<file path="config.mk">
export PLATFORM = sky130hd
export DESIGN_NAME = secventiator_cursa
export DESIGN_NICKNAME = d
export VERILOG_FILES = /design/src/rtl/secventiator_cursa.sv
export SDC_FILE = /design/constraint.sdc
export NUM_CORES = 1
export LEC_CHECK = 0
export CORE_ASPECT_RATIO = 1.5
export CORE_MARGIN = 5
export CORE_UTILIZATION = 45
export CTS_BUF_LIST = sky130_fd_sc_hd__clkbuf_16
export CTS_CLUSTER_DIAMETER = 50
export DETAILED_ROUTE_END_ITERATION = 10
export GPL_TIMING_DRIVEN = 1
export HOLD_SLACK_MARGIN = 0.03
export PLACE_DENSITY_LB_ADDON = 0.25
export SYNTH_ARGS = -nofsm -noshare
export SYNTH_HDL_FRONTEND = slang
export SYNTH_SLANG_ARGS = --single-unit
</file>
<file path="constraint.sdc">
create_clock -name clk -period 2.3 [get_ports clk]
set_clock_uncertainty 0.2 [all_clocks]
set_input_delay 0.46 -clock clk [delete_from_list [all_inputs] [get_ports clk]]
set_output_delay 0.46 -clock clk [all_outputs]
set_load 0.005 [all_outputs]
</file>
<file path="src/rtl/secventiator_cursa.sv">
`default_nettype none
// +----------------------------------------------------------------------------+
// | Module   : secventiator_cursa                                              |
// | Brief    : race sequencer; debounced lap counting, race FSM, motor gating  |
// | Revision : 1.0                                                             |
// +----------------------------------------------------------------------------+
module secventiator_cursa #(
  parameter int DEBOUNCE_CYC    = 50000,
  parameter int BLANK_CYC       = 25000000,
  parameter int START_DELAY_CYC = 50000000,
  parameter int LAPS_C1         = 1,
  parameter int LAPS_C2         = 10
) (
  input  logic        clk,
  input  logic        rst_n,
  input  logic        start,
  input  logic [1:0]  circuit,
  input  logic        senzor_1,
  input  logic        senzor_5,
  input  logic [1:0]  dir_in_A,
  input  logic [1:0]  dir_in_B,
  input  logic [11:0] dc_in_A,
  input  logic [11:0] dc_in_B,
  output logic [1:0]  directie_driverA,
  output logic [1:0]  directie_driverB,
  output logic [11:0] factor_dc_driverA,
  output logic [11:0] factor_dc_driverB,
  output logic [7:0]  count_ture,
  output logic [2:0]  stare,
  output logic        stop_cursa,
  output logic        lap_pulse
);

  localparam int c_db_w      = $clog2(DEBOUNCE_CYC + 1);
  localparam int c_tmr_max   = (START_DELAY_CYC > BLANK_CYC) ? START_DELAY_CYC : BLANK_CYC;
  localparam int c_tmr_w     = $clog2(c_tmr_max + 1);
  localparam logic [c_db_w-1:0]  c_db_full   = c_db_w'(DEBOUNCE_CYC);
  localparam logic [c_db_w-1:0]  c_db_last   = c_db_w'(DEBOUNCE_CYC - 1);
  localparam logic [c_tmr_w-1:0] c_start_end = c_tmr_w'(START_DELAY_CYC - 1);
  localparam logic [c_tmr_w-1:0] c_blank_end = c_tmr_w'(BLANK_CYC - 1);
  localparam logic [7:0]         c_laps_c1   = 8'(LAPS_C1);
  localparam logic [7:0]         c_laps_c2   = 8'(LAPS_C2);

  typedef enum logic [2:0] {
    ST_IDLE  = 3'd0,
    ST_ARM   = 3'd1,
    ST_RUN   = 3'd2,
    ST_BLANK = 3'd3,
    ST_DONE  = 3'd4
  } state_t;

  logic               r_start_meta, r_start_sync, r_start_prev;
  logic               r_s1_meta, r_s1_sync, r_s5_meta, r_s5_sync;
  logic [c_db_w-1:0]  r_db_cnt;
  logic               r_lap_evt;
  state_t             r_state, w_state_nxt;
  logic [c_tmr_w-1:0] r_timer, w_timer_nxt;
  logic [1:0]         r_circ_q, w_circ_nxt;
  logic [7:0]         w_count_nxt, w_count_inc;
  logic               w_lap_pulse_nxt, w_start_edge, w_finish, w_target, w_motors_on;

  assign w_start_edge = r_start_sync & ~r_start_prev;
  assign w_finish     = r_s1_sync & r_s5_sync;
  assign w_count_inc  = (count_ture == 8'hFF) ? count_ture : count_ture + 8'd1;
  assign w_target     = ((r_circ_q == 2'b01) && (w_count_inc == c_laps_c1)) ||
                        ((r_circ_q == 2'b10) && (w_count_inc == c_laps_c2));
  assign w_motors_on  = (w_state_nxt == ST_RUN) || (w_state_nxt == ST_BLANK);
  assign stare        = r_state;

  // Debounce saturates at full count, so the strobe re-arms only once finish drops.
  always_ff @(posedge clk or negedge rst_n) begin
    if (!rst_n) begin
      r_start_meta <= 1'b0;
      r_start_sync <= 1'b0;
      r_start_prev <= 1'b0;
      r_s1_meta    <= 1'b0;
      r_s1_sync    <= 1'b0;
      r_s5_meta    <= 1'b0;
      r_s5_sync    <= 1'b0;
      r_db_cnt     <= '0;
      r_lap_evt    <= 1'b0;
    end else begin
      r_start_meta <= start;
      r_start_sync <= r_start_meta;
      r_start_prev <= r_start_sync;
      r_s1_meta    <= senzor_1;
      r_s1_sync    <= r_s1_meta;
      r_s5_meta    <= senzor_5;
      r_s5_sync    <= r_s5_meta;
      r_lap_evt    <= w_finish && (r_db_cnt == c_db_last);
      if (!w_finish) begin
        r_db_cnt <= '0;
      end else if (r_db_cnt != c_db_full) begin
        r_db_cnt <= r_db_cnt + c_db_w'(1);
      end
    end
  end

  always_comb begin
    w_state_nxt     = r_state;
    w_timer_nxt     = r_timer;
    w_circ_nxt      = r_circ_q;
    w_count_nxt     = count_ture;
    w_lap_pulse_nxt = 1'b0;
    if (circuit == 2'b00) begin
      w_state_nxt = ST_IDLE;
      w_timer_nxt = '0;
      w_count_nxt = 8'd0;
    end else begin
      case (r_state)
        ST_IDLE, ST_DONE: begin
          if (w_start_edge) begin
            w_state_nxt = ST_ARM;
            w_circ_nxt  = circuit;
            w_count_nxt = 8'd0;
            w_timer_nxt = '0;
          end
        end
        ST_ARM: begin
          if (w_start_edge) begin
            w_state_nxt = ST_IDLE;
            w_timer_nxt = '0;
          end else if (r_timer == c_start_end) begin
            w_state_nxt = ST_RUN;
            w_timer_nxt = '0;
          end else begin
            w_timer_nxt = r_timer + c_tmr_w'(1);
          end
        end
        ST_RUN: begin
          if (w_start_edge) begin
            w_state_nxt = ST_IDLE;
          end else if (r_lap_evt) begin
            w_count_nxt     = w_count_inc;
            w_lap_pulse_nxt = 1'b1;
            w_timer_nxt     = '0;
            w_state_nxt     = w_target ? ST_DONE : ST_BLANK;
          end
        end
        ST_BLANK: begin
          if (w_start_edge) begin
            w_state_nxt = ST_IDLE;
            w_timer_nxt = '0;
          end else if (r_timer == c_blank_end) begin
            w_state_nxt = ST_RUN;
            w_timer_nxt = '0;
          end else begin
            w_timer_nxt = r_timer + c_tmr_w'(1);
          end
        end
        default: begin
          w_state_nxt = ST_IDLE;
          w_timer_nxt = '0;
        end
      endcase
    end
  end

  // Gating follows the next state so motors stop on the same edge the FSM leaves RUN/BLANK.
  always_ff @(posedge clk or negedge rst_n) begin
    if (!rst_n) begin
      r_state           <= ST_IDLE;
      r_timer           <= '0;
      r_circ_q          <= 2'b00;
      count_ture        <= 8'd0;
      lap_pulse         <= 1'b0;
      stop_cursa        <= 1'b0;
      directie_driverA  <= 2'b00;
      directie_driverB  <= 2'b00;
      factor_dc_driverA <= 12'h000;
      factor_dc_driverB <= 12'h000;
    end else begin
      r_state           <= w_state_nxt;
      r_timer           <= w_timer_nxt;
      r_circ_q          <= w_circ_nxt;
      count_ture        <= w_count_nxt;
      lap_pulse         <= w_lap_pulse_nxt;
      stop_cursa        <= (w_state_nxt == ST_DONE);
      directie_driverA  <= w_motors_on ? dir_in_A : 2'b00;
      directie_driverB  <= w_motors_on ? dir_in_B : 2'b00;
      factor_dc_driverA <= w_motors_on ? dc_in_A : 12'h000;
      factor_dc_driverB <= w_motors_on ? dc_in_B : 12'h000;
    end
  end

endmodule
`default_nettype wire

</file>
==> key figures, run 1 <==
Status
  – Run status: finished, violations left
  – Failing checks: negative setup slack

Setup path
  – Crit end category: flop
  – End of the worst register-to-register path: factor_dc_driverB[9]$_DFF_PN0_
  – Reg2Reg Setup Slack: -0.003 ns
  – Startpoint types: flop
  – Worst setup path start: count_ture[1]$_DFFE_PN0P_
  – FF-to-FF Start: count_ture[1]$_DFFE_PN0P_
  – Critical path peak fanout: 7
  – R2R depth: 10
  – Critical Path AT: 2.33 ns
  – Crit Path Category: reg2reg
  – CP required: 2.32 ns

Flow run
  – Max-cap violations: 0

Synthesis
  – Post-Synthesis Cell Area: 4410 µm²
  – Synth Net Count: 463
  – Synth Area in XOR/XNOR: 4.77%
  – Post-synth top area share: 52.8%
  – Synthesis-stage register bit count: 93
  – Most used DFF post-synth: dfrtp_1
  – Mux contribution to synthesized area: 1.42%
  – Yosys warnings: 0
  – Register area share after synthesis: 52.8%
  – Synth Area in Compound Gates: 13.7%
  – Simple-gate share of the synthesized area: 23.0%
  – Post-synth EDFFs: 0
  – Most common cell in the netlist: dfrtp_1
  – Largest family of logic cells by synthesized area: simple AND/OR/NAND/NOR gates
  – Yosys top cell by area: dfrtp_1
  – Synth area leaders: dfrtp_1 (53%), nor2_1 (3.6%), a21boi_1 (3.2%)
  – Synth top cells by count: dfrtp_1 (93), nor2_1 (42), nand2_1 (32)
  – Post-synth ARST share: 100%
  – Syn avg cell area: 10.4 µm²
  – Cell variety after synth: 60
  – Post-Synth Adder-Cell Area: 1.14%
  – Post-Synthesis Cells: 424

Clocking
  – Maximum clock insertion buffer count: 2
  – Reg clk slew, reported paths: 0.07 ns
  – Clock Sinks: 93
  – Clk root buf: clkbuf_16
  – Clk_lat worst skew: 0.35 ns
  – CTS H-tree depth: 3
  – Inserted Clock Buffers: 9
  – CTS tree: yes

Power
  – Maximum VDD drop: 0.000476 V
  – Leak: 2.65 nW
  – P per Cell Area: 549 nW/µm²

Finish
  – Final Non-Filler Cells: 683
  – Fin nets: 602
  – Layout cell share with drive strength beyond 1: 25.2%
  – Final Util: 65.4%
  – N_diodes: 0
  – Area growth, synth to finish: 42.9%
  – Fillers: 778

Floorplanning
  – Core Area: 9630 µm²
  – Die X: 90.8 µm
  – Initial Util: 45.8%
  – Core Rows: 44
  – Die H: 131 µm
  – Die Area: 11900 µm²
  – IO Pins: 76

STA
  – Final setup viols: 2
  – WHS: 0.151 ns
  – Worst-Margin Slew: 0.532 ns
  – Relative slew slack: 64.3%
  – Setup WS post-layout: -0.00336 ns
  – Final hold vios: 0
  – Post-layout min period: 2.30 ns
  – RSZ-0062 raised after global routing: yes
  – Final Slew Violations: 0
  – Fmax: 0.434 GHz
  – Final Cycle Share: 100%

Min path
  – Worst Hold Path EP: r_start_sync$_DFF_PN0_
  – Hold Path Origin: r_start_meta$_DFF_PN0_
  – WHS Path Cells: 0
  – Hold Crit Class: reg2reg

Drt
  – 1st-pass router iterations: 4
  – DRC viols: 0
  – Vias after detailed routing: 3775
  – Routed vias/inst: 5.53
  – Final wirelength: 11100 µm
  – Initial detailed-routing violation count: 159
  – Per-cell routed wire length: 16.2 µm
  – DRT antenna net count: 0

Place
  – Placed Cells incl. Taps: 655
  – Port Buffers: 75
  – GP Congestion: 0.882
  – DP Wirelength: 7560 µm

Global route
  – Antenna violations before repair: 0
  – Grt ovf: 0
  – Global Route Usage Sum: 18.1%
  – Pin count of the biggest net entering global routing: 43
  – First-pass GRT wire length: 17900 µm
  – Vias in the first global route: 3836
state kept, by name, summed over array words and instances, names as in the netlist, 2 cells and up:
register and cells:
count_ture 8, stare 3, r_timer 26, factor_dc_driverB 12
directie_driverA 2, directie_driverB 2, r_circ_q 2, r_db_cnt 16
factor_dc_driverA 12
repair_timing:
action                     CTS  global route
hold buffers                 1             0
buffers inserted             3             5
hold endpoints to repair    33             0
setup endpoints to repair   25            51
gates resized for setup     15            42
gates cloned                 0             3
pin swaps                    7            15
per-stage QoR:
stage / setup TNS, ns / total power [W] / setup WS [ns] / area (µm²)
6_report: -0.00622 / 0.00346 / -0.00336 / 6300
5_1_grt: -1.43 / 0.00360 / -0.0540 / 6300
4_1_cts: 0 / 0.00346 / 0.00192 / 6050
3_5_place_dp: -11.57 / 0.00206 / -0.488 / 5690
3_3_place_gp: -9.36 / 0.00205 / -0.432 / 5690
2_1_floorplan: 0 / 0.00186 / 0.00411 / 4420
placed cells by master (no fill, tap or decap), types with 4 or more instances in the layout:
cell | synthesis | layout
xnor2_1 | 15 | 15
xor2_1 | 9 | 9
clkdlybuf4s50_1 | 0 | 72
dfrtp_2 | 0 | 4
dfrtp_1 | 93 | 89
and3_1 | 6 | 4
buf_4 | 2 | 58
nor2_1 | 42 | 39
a21oi_1 | 18 | 18
o21ai_1 | 6 | 5
nand4_1 | 12 | 12
clkbuf_16 | 0 | 11
nor3_1 | 9 | 9
buf_12 | 0 | 4
clkinvlp_4 | 0 | 4
nand3_1 | 20 | 20
nand2_1 | 32 | 31
inv_1 | 8 | 9
nor2_2 | 1 | 4
or3_1 | 12 | 10
buf_6 | 3 | 6
a21boi_1 | 19 | 21
nor4_2 | 4 | 6
o21ai_0 | 15 | 14
a21boi_2 | 0 | 7
worst max-delay path, stage by stage (launching register included):
cell,delay (ns)
dfrtp_1,0.39
ha_4,0.16
nand4_1,0.18
nor2_2,0.24
buf_6,0.15
mux2i_4,0.24
mux2i_4,0.10
o21ai_4,0.15
buf_12,0.15
clkbuf_16,0.15
a21boi_1,0.06
cell families (layout without fill, tap and decap cells):
| kind of cell | after synthesis | after routing |
|---|---|---|
| multiplexers | 6 | 6 |
| AO/OA/AOI/OAI | 91 | 91 |
| AND/OR/NAND/NOR | 179 | 179 |
| buffers and inverters | 27 | 171 |
| XOR/XNOR | 24 | 24 |
| flip-flops | 93 | 93 |
| adder cells (fa/ha/maj) | 4 | 4 |
where the power goes:
part | switching [W] | internal [W] | total, W
registers | 0.0000269 | 0.00167 | 0.00169
clock network | 0.000657 | 0.000734 | 0.00139
logic | 0.000172 | 0.000198 | 0.000371
per-layer routing:
metal	global-route usage [%]	up-vias	part of all wire, %
li1	-	1811	-
met1	21.9	1845	40
met2	30.3	103	52
met3	6.06	16	6.5
met4	6.20	0	1.6
met5	0	-	0
area by class of cell:
class / instances / area, µm² / area share [%]
timing repair buffer: 145 / 1380 / 21.9
inverter: 10 / 37.5 / 0.596
multi-input combinational: 304 / 2130 / 33.8
sequential: 93 / 2330 / 37.0
clock inverter: 7 / 51.3 / 0.814
tap: 115 / 144 / 2.28
clock buffer: 9 / 225 / 3.57
worst max-delay path by stage:
stage,depth (start not counted),end
5_1_grt,8,r_timer[17]$_DFFE_PN0P_
2_1_floorplan,9,factor_dc_driverA[10]$_DFF_PN0_
6_report,10,factor_dc_driverB[9]$_DFF_PN0_
3_3_place_gp,6,r_timer[15]$_DFFE_PN0P_
4_1_cts,9,factor_dc_driverA[0]$_DFF_PN0_
3_5_place_dp,8,r_timer[13]$_DFFE_PN0P_
Note: power is estimated with default switching activity, not from simulation.
==> inputs of run 2 (changes only) <==
--- a/config.mk
+++ b/config.mk
@@ -7,7 +7,7 @@
 export LEC_CHECK = 0
 export CORE_ASPECT_RATIO = 1.5
 export CORE_MARGIN = 5
-export CORE_UTILIZATION = 45
+export CORE_UTILIZATION = 48
 export CTS_BUF_LIST = sky130_fd_sc_hd__clkbuf_16
 export CTS_CLUSTER_DIAMETER = 50
 export DETAILED_ROUTE_END_ITERATION = 10
==> run 2 against run 1 <==
The run now ends clean. Cell count shrank 0.73%. Sequential cell count is the same. Combinational power is essentially flat. Fmax grew 0.40%. Hold slack is essentially flat. Worst setup slack gained 0.0092 ns. Non-clock buffer count is the same. Core utilization grew 6.1 points. Total power grew 7.8%. Sequential power is essentially flat. Critical path type unchanged. Critical endpoint is now r_timer[15]$_DFFE_PN0P_. Largest power group unchanged.
==> key figures, run 2 (synthesis gave the netlist of run 1 again) <==
Floorplanning
  – Die H: 127 µm
  – IO Pins: 76
  – Die Area: 11200 µm²
  – Die X: 88.3 µm
  – Core Area: 8880 µm²
  – Initial Util: 49.6%
  – Core Rows: 42

Place
  – Port Buffers: 75
  – GP Congestion: 0.881
  – Placed instance area: 5720 µm²
  – DP Wirelength: 7250 µm

Finish
  – Fin nets: 603
  – Max reg flops: 26
  – Most frequent cells in the layout: dfrtp_1 (89), clkdlybuf4s50_1 (72), buf_4 (58)
  – Area growth, synth to finish: 44.0%
  – N_diodes: 0
  – Layout cell share with drive strength beyond 1: 24.3%
  – Reg with most FFs: r_timer
  – Largest registers: r_timer (26), r_db_cnt (16)
  – Commonest non-fill, non-tap cell in the layout: dfrtp_1
  – Fillers: 652
  – Final Util: 71.5%
  – Final Instance Area: 6350 µm²

STA
  – Worst-Margin Slew: 0.657 ns
  – RSZ-0062 raised after global routing: yes
  – Relative slew slack: 55.8%
  – Final Cycle Share: 99.7%
  – Final setup viols: 0
  – Fmax: 0.436 GHz
  – Final Slew Violations: 0
  – Post-layout min period: 2.29 ns
  – Final hold vios: 0

Clocking
  – Maximum clock insertion buffer count: 2
  – Inserted Clock Buffers: 9
  – CTS tree: yes
  – Clock Sinks: 93
  – CTS H-tree depth: 3
  – Clk root buf: clkbuf_16
  – Reg clk slew, reported paths: 0.06 ns
  – Clk_lat worst skew: 0.34 ns

Power
  – Leak: 2.68 nW
  – Maximum VDD drop: 0.000422 V
  – P per Cell Area: 587 nW/µm²

Setup path
  – Buf/Inv on CP: 1
  – Startpoint types: flop
  – Slowest-stage cell, CP: or4_1
  – End of the worst register-to-register path: r_timer[15]$_DFFE_PN0P_
  – Reg2Reg Setup Slack: 0.006 ns
  – Slowest cell delay on critical path: 0.47 ns
  – R2R depth: 8
  – CP required: 2.37 ns
  – Critical Path AT: 2.37 ns
  – Crit Path Category: reg2reg
  – Crit end category: flop
  – FF-to-FF Start: r_timer[1]$_DFFE_PN0P_
  – Crit-path cells: ha_2 > and4_4 > nand4b_1 > nor4_4 > buf_4 > or3_4 > or4_1 > o21ai_1
  – Delay-heaviest family, CP: simple AND/OR/NAND/NOR gates
  – Critical path peak fanout: 4

Status
  – Run status: finished clean

Drt
  – Initial detailed-routing violation count: 190
  – DRC viols: 0
  – DRT antenna net count: 0
  – Vias after detailed routing: 3764
  – Per-cell routed wire length: 16.3 µm
  – 1st-pass router iterations: 4
  – Final wirelength: 11100 µm
  – Routed vias/inst: 5.55

Global route
  – Grt ovf: 0
  – Vias in the first global route: 3827
  – Antenna violations before repair: 0
  – Global Route Usage Sum: 19.7%
  – Pin count of the biggest net entering global routing: 94
  – First-pass GRT wire length: 17500 µm

Min path
  – WHS Path Cells: 0
  – Hold Crit Class: reg2reg
  – Hold Path Origin: r_s1_meta$_DFF_PN0_
  – Worst Hold Path EP: r_s1_sync$_DFF_PN0_

Flow run
  – Max-cap violations: 0
-- run 2: layer usage --
layer / vias up / GRT usage, % / routed length [µm]
li1: 1805 / - / -
met1: 1834 / 23.1 / 4370
met2: 107 / 33.1 / 5730
met3: 18 / 6.64 / 774
met4: 0 / 7.21 / 193
met5: - / 0 / 0
-- run 2: worst max path at each step --
stage,startpoint,to,slack (ns),cells past startpoint
global placement,circuit[1],r_timer[15]$_DFFE_PN0P_,-0.42,6
finish,r_timer[1]$_DFFE_PN0P_,r_timer[15]$_DFFE_PN0P_,0.006,8
CTS,r_timer[0]$_DFFE_PN0P_,r_timer[15]$_DFFE_PN0P_,0.005,7
detailed placement,circuit[1],r_timer[15]$_DFFE_PN0P_,-0.46,6
global route,r_timer[18]$_DFFE_PN0P_,r_timer[15]$_DFFE_PN0P_,-0.06,8
floorplan,count_ture[1]$_DFFE_PN0P_,factor_dc_driverA[10]$_DFF_PN0_,0.004,9
-- run 2: through the flow --
step	setup TNS (ns)	cells	worst slack (ns)	hold WS, ns	total power, W
final	0	678	0.00581	0.150	0.00373
after global routing	-1.07	678	-0.0597	0.165	0.00385
after CTS	0	670	0.00542	0.152	0.00374
after detailed placement	-9.17	653	-0.463	0.138	0.00208
after global placement	-8.02	653	-0.420	0.134	0.00207
after floorplan	0	424	0.00411	-0.0356	0.00186
-- run 2: power by group --
part           switching [W]  internal, W  leakage [nW]
clock network       0.000613      0.00105         0.160
logic               0.000170     0.000199          1.25
registers          0.0000294      0.00167          1.27
total               0.000813      0.00291          2.68
-- run 2: area by class of cell --
cell class	instances	area (µm²)	share of cell area [%]
well taps	110	138	2.17
multi-input cells	305	2120	33.5
clock inverters	6	103	1.62
clock buffers	9	225	3.55
flip-flops and latches	93	2330	36.7
repair buffers	145	1390	21.9
inverters	10	37.5	0.591
-- run 2: what timing repair did --
item / 4_1_cts / 5_1_grt
hold buffers: 1 / 0
pin swaps: 4 / 16
hold endpoints to repair: 93 / 0
setup endpoints to repair: 8 / 50
cloned: 1 / 3
gates resized for setup: 9 / 43
setup buffers: 0 / 6
==> inputs of run 3 (changes only) <==
--- a/config.mk
+++ b/config.mk
@@ -7,13 +7,13 @@
 export LEC_CHECK = 0
 export CORE_ASPECT_RATIO = 1.5
 export CORE_MARGIN = 5
-export CORE_UTILIZATION = 48
+export CORE_UTILIZATION = 39
 export CTS_BUF_LIST = sky130_fd_sc_hd__clkbuf_16
 export CTS_CLUSTER_DIAMETER = 50
 export DETAILED_ROUTE_END_ITERATION = 10
 export GPL_TIMING_DRIVEN = 1
 export HOLD_SLACK_MARGIN = 0.03
-export PLACE_DENSITY_LB_ADDON = 0.25
+export PLACE_DENSITY_LB_ADDON = 0.2
 export SYNTH_ARGS = -nofsm -noshare
 export SYNTH_HDL_FRONTEND = slang
 export SYNTH_SLANG_ARGS = --single-unit
==> constraint.sdc (replaced) <==
create_clock -name clk -period 2.9 [get_ports clk]
set_clock_uncertainty 0.2 [all_clocks]
set_input_delay 0.58 -clock clk [delete_from_list [all_inputs] [get_ports clk]]
set_output_delay 0.58 -clock clk [all_outputs]
set_load 0.005 [all_outputs]
==> run 3 against run 2 <==
Register-to-register slack better by 0.26 ns. Clock-buffer cell count is the same. Worst setup slack gained 0.26 ns. Cell count decreased by 2.8%. Largest power group unchanged. First-iteration DRC count shrank 37%. Fmax shrank 13%.
==> key figures, run 3 (synthesis gave the netlist of run 1 again) <==
Status
  – Run status: finished clean

Drt
  – Routed vias/inst: 5.28
  – DRC viols: 0
  – Final wirelength: 9940 µm
  – Vias after detailed routing: 3480
  – 1st-pass router iterations: 4
  – Initial detailed-routing violation count: 120
  – DRT antenna net count: 0
  – Per-cell routed wire length: 15.1 µm

Setup path
  – Critical Path AT: 2.65 ns
  – Startpoint types: flop
  – Worst setup path start: r_timer[18]$_DFFE_PN0P_
  – FF-to-FF Start: r_timer[18]$_DFFE_PN0P_
  – Crit end category: flop
  – CP required: 2.91 ns
  – Critical path peak fanout: 15
  – Crit Path Category: reg2reg

STA
  – Final setup TNS: 0 ns
  – Final hold vios: 0
  – Worst-Margin Slew: 0.761 ns
  – Final Cycle Share: 90.8%
  – Final setup viols: 0
  – WHS: 0.148 ns
  – Final Slew Violations: 0
  – RSZ-0062 raised after global routing: no
  – Post-layout min period: 2.63 ns
  – Fmax: 0.380 GHz
  – Relative slew slack: 48.9%

Finish
  – Max reg flops: 26
  – Commonest non-fill, non-tap cell in the layout: dfrtp_1
  – Area growth, synth to finish: 28.8%
  – Fin nets: 547
  – Layout cell share with drive strength beyond 1: 10.4%
  – Reg with most FFs: r_timer
  – Largest registers: r_timer (26), r_db_cnt (16)
  – Fillers: 1058
  – Final Non-Filler Cells: 659
  – N_diodes: 0
  – Most frequent cells in the layout: dfrtp_1 (93), clkdlybuf4s50_1 (74), nor2_1 (42)

Min path
  – Hold Path Origin: r_s5_meta$_DFF_PN0_
  – Hold Crit Class: reg2reg

Clocking
  – Reg clk slew, reported paths: 0.06 ns
  – CTS H-tree depth: 3
  – Clock Sinks: 93
  – Maximum clock insertion buffer count: 2
  – Clk root buf: clkbuf_16
  – Post-CTS resize count: 0
  – Inserted Clock Buffers: 9
  – CTS tree: yes
  – Clk_lat worst skew: 0.34 ns

Floorplanning
  – IO Pins: 76
  – Die H: 140 µm
  – Die X: 96.8 µm
  – Die Area: 13600 µm²
  – Core Rows: 47
  – Initial Util: 39.9%
  – Core Area: 11100 µm²

Global route
  – Grt ovf: 0
  – Global Route Usage Sum: 15.3%
  – First-pass GRT wire length: 17100 µm
  – Vias in the first global route: 3605
  – Antenna violations before repair: 0
  – Pin count of the biggest net entering global routing: 56

Place
  – Port Buffers: 75
  – Placed Cells incl. Taps: 643
  – DP Wirelength: 7190 µm
  – GP Congestion: 0.796

Power
  – Maximum VDD drop: 0.000278 V
  – Leak: 2.32 nW
  – P per Cell Area: 466 nW/µm²

Flow run
  – Max-cap violations: 0
[run 3: changes by cell type in the layout (fill, tap and decap cells not counted), moves of 3 or more]
cell / previous run / this run
a21boi_0: 2 / 9
buf_4: 58 / 11
dfrtp_2: 4 / 0
a21boi_2: 5 / 0
and3_4: 3 / 0
buf_6: 5 / 0
and3_1: 3 / 6
bufinv_16: 3 / 0
dfrtp_1: 89 / 93
[run 3: area by class of cell]
cell class	instances	area [µm²]	area share, %
Clock buffer	9	225	3.97
Clock inverter	6	41.3	0.727
Sequential cell	93	2330	41.0
Tap cell	147	184	3.24
Multi-Input combinational cell	304	1950	34.3
Timing Repair Buffer	90	913	16.1
Inverter	10	37.5	0.661
[run 3: path summary, 6_finish.rpt]
| kind | slack, ns | endpoint | cells after the start |
|---|---|---|---|
| worst min-delay path | 0.15 | r_s5_sync$_DFF_PN0_ | 0 |
| min in group asynchronous | 0.56 | factor_dc_driverA[10]$_DFF_PN0_ | 2 |
| worst min register to register | 0.15 | r_s5_sync$_DFF_PN0_ | 0 |
| max in group asynchronous | 1.25 | directie_driverB[1]$_DFF_PN0_ | 3 |
| worst max register to register | 0.27 | r_timer[15]$_DFFE_PN0P_ | 7 |
| worst max-delay path | 0.27 | r_timer[15]$_DFFE_PN0P_ | 7 |
[run 3: worst max-delay path: stages (launching register included)]
cell and delay, ns:
dfrtp_1 0.45, nand4b_1 0.21, or4_1 0.45, nor4_2 0.47, nor3_2 0.12, buf_12 0.17, nor2_4 0.32, o21ai_1 0.12
[run 3: routing by layer]
metal	wire length (µm)	GRT usage [%]	vias up
met5	0	0	-
met4	157	5.47	0
met3	474	4.03	11
met2	5280	27.3	67
met1	4030	17.7	1716
li1	-	-	1686
[run 3: report_power, final]
| part | switching, W | internal [W] | total, W |
|---|---|---|---|
| Sequential | 0.0000325 | 0.00132 | 0.00136 |
| Combinational | 0.000108 | 0.000114 | 0.000222 |
| Clock | 0.000496 | 0.000574 | 0.00107 |
[run 3: repair_timing]
action / 4_1_cts / 5_1_grt
hold endpoints to repair: 2 / 0
endpoints found under the setup margin: 0 / 0
hold buffers: 1 / 0
buffers inserted: 0 / 0
[run 3: stage by stage]
step           setup WS, ns  power (W)  util, %  cell area [µm²]
6_report              0.267    0.00265     51.4             5680
5_1_grt               0.146    0.00276     51.4             5680
2_1_floorplan         0.494    0.00147        -             4410
3_5_place_dp        -0.0442    0.00160     48.9             5400
3_3_place_gp        0.00750    0.00160     48.9             5400
4_1_cts               0.283    0.00268     51.4             5680
==> patch: new RTL, settings of run 1 <==
Compare `r_db_cnt` against `c_db_last` with >= in place of ==.
--- a/src/rtl/secventiator_cursa.sv
+++ b/src/rtl/secventiator_cursa.sv
@@ -87,7 +87,7 @@
       r_s1_sync    <= r_s1_meta;
       r_s5_meta    <= senzor_5;
       r_s5_sync    <= r_s5_meta;
-      r_lap_evt    <= w_finish && (r_db_cnt == c_db_last);
+      r_lap_evt    <= w_finish && (r_db_cnt >= c_db_last);
       if (!w_finish) begin
         r_db_cnt <= '0;
       end else if (r_db_cnt != c_db_full) begin
Formal check against the unedited RTL: same outputs for any inputs over 10 cycles, from zero or initial values and one cycle with rst_n low; that may be too few to reach the edited logic, so the function may still have changed.
==> patch against run 1 <==
- the run still ends with negative setup slack left
- sequential cell count stayed put
- setup slack worse by 340 ps
- count of clock-buffer cells in the layout did not move
- wire length grew 8.1%
- area after synthesis is 0.23% higher
- design area rose by 3.6%
- total power rose by 6.1%
- critical path type unchanged
- largest cell class unchanged
- highest routed layer unchanged
==> patch: results (changes against run 1) <==
metric	value	unit	change
met3 GRT Util	0.03776		-0.02288
Filler Cell Count	735		-5.5%
pwr/cell area	562.0	nW/µm²	+2.4%
synthesized-area fraction occupied by adder cells	0.01133		-0.00002571
worst vdd ir	0.5555	mV	+17%
FF-to-FF setup slack	-340	ps	-340 ps
Initial DRC Count	283		+78%
Total Wirelength	11.97	mm	+8.1%
wl on met1	4.506	mm	+1.9%
post-CTS sizing	14		-1
WL/cell	16.75	µm	+3.3%
critical path's top delay family	simple AND/OR/NAND/NOR gates		
Netlist cell types	56		-6.7%
outcome	complete, but fails checks		
mux share of post-synthesis cell area	0.01387		-0.0003153
Seq/Total Area, Yosys	0.5266		-0.001195
final worst slack	-341.8	ps	-338.4 ps
Worst R2R Path Depth	7		-3
Final nets	634		+5.3%
via-per-instance ratio	5.678		+2.7%
Commonest cells post-synth	dfrtp_1, nor2_1, nand2_1		
CP max-delay cell	or4_4		
Placed Cells	692		+5.6%
DR WL met2	6.543	mm	+14%
violated checks	negative setup slack		
Setup violations, final	55		+53
-- patch: worst min-delay path by stage --
| stage | start | to | slack, ps | depth (start not counted) |
|---|---|---|---|---|
| global route | r_start_meta | r_start_sync | 170 | 0 |
| finish | r_s5_meta | r_s5_sync | 150 | 0 |
| CTS | r_start_meta | r_start_sync | 150 | 0 |
| floorplan | rst_n | count_ture[0] | -40 | 0 |
| detailed placement | r_s5_meta | r_s5_sync | 140 | 0 |
| global placement | r_s5_meta | r_s5_sync | 130 | 0 |
-- patch: stage by stage --
stage	setup TNS (ps)	worst slack, ps
after global placement	-9146	-343.7
after floorplan	-6934	-324.4
after global routing	-13610	-421.4
final	-8938	-341.8
after detailed placement	-12380	-383.2
after CTS	-6838	-317.4
-- patch: layout make-up --
class                      count  area share
sequential                    93      0.3568
multi-input combinational    320      0.3355
timing repair buffer         163      0.2316
clock buffer                   9     0.03451
tap                          115     0.02205
clock inverter                 7     0.01495
inverter                       8    0.004601
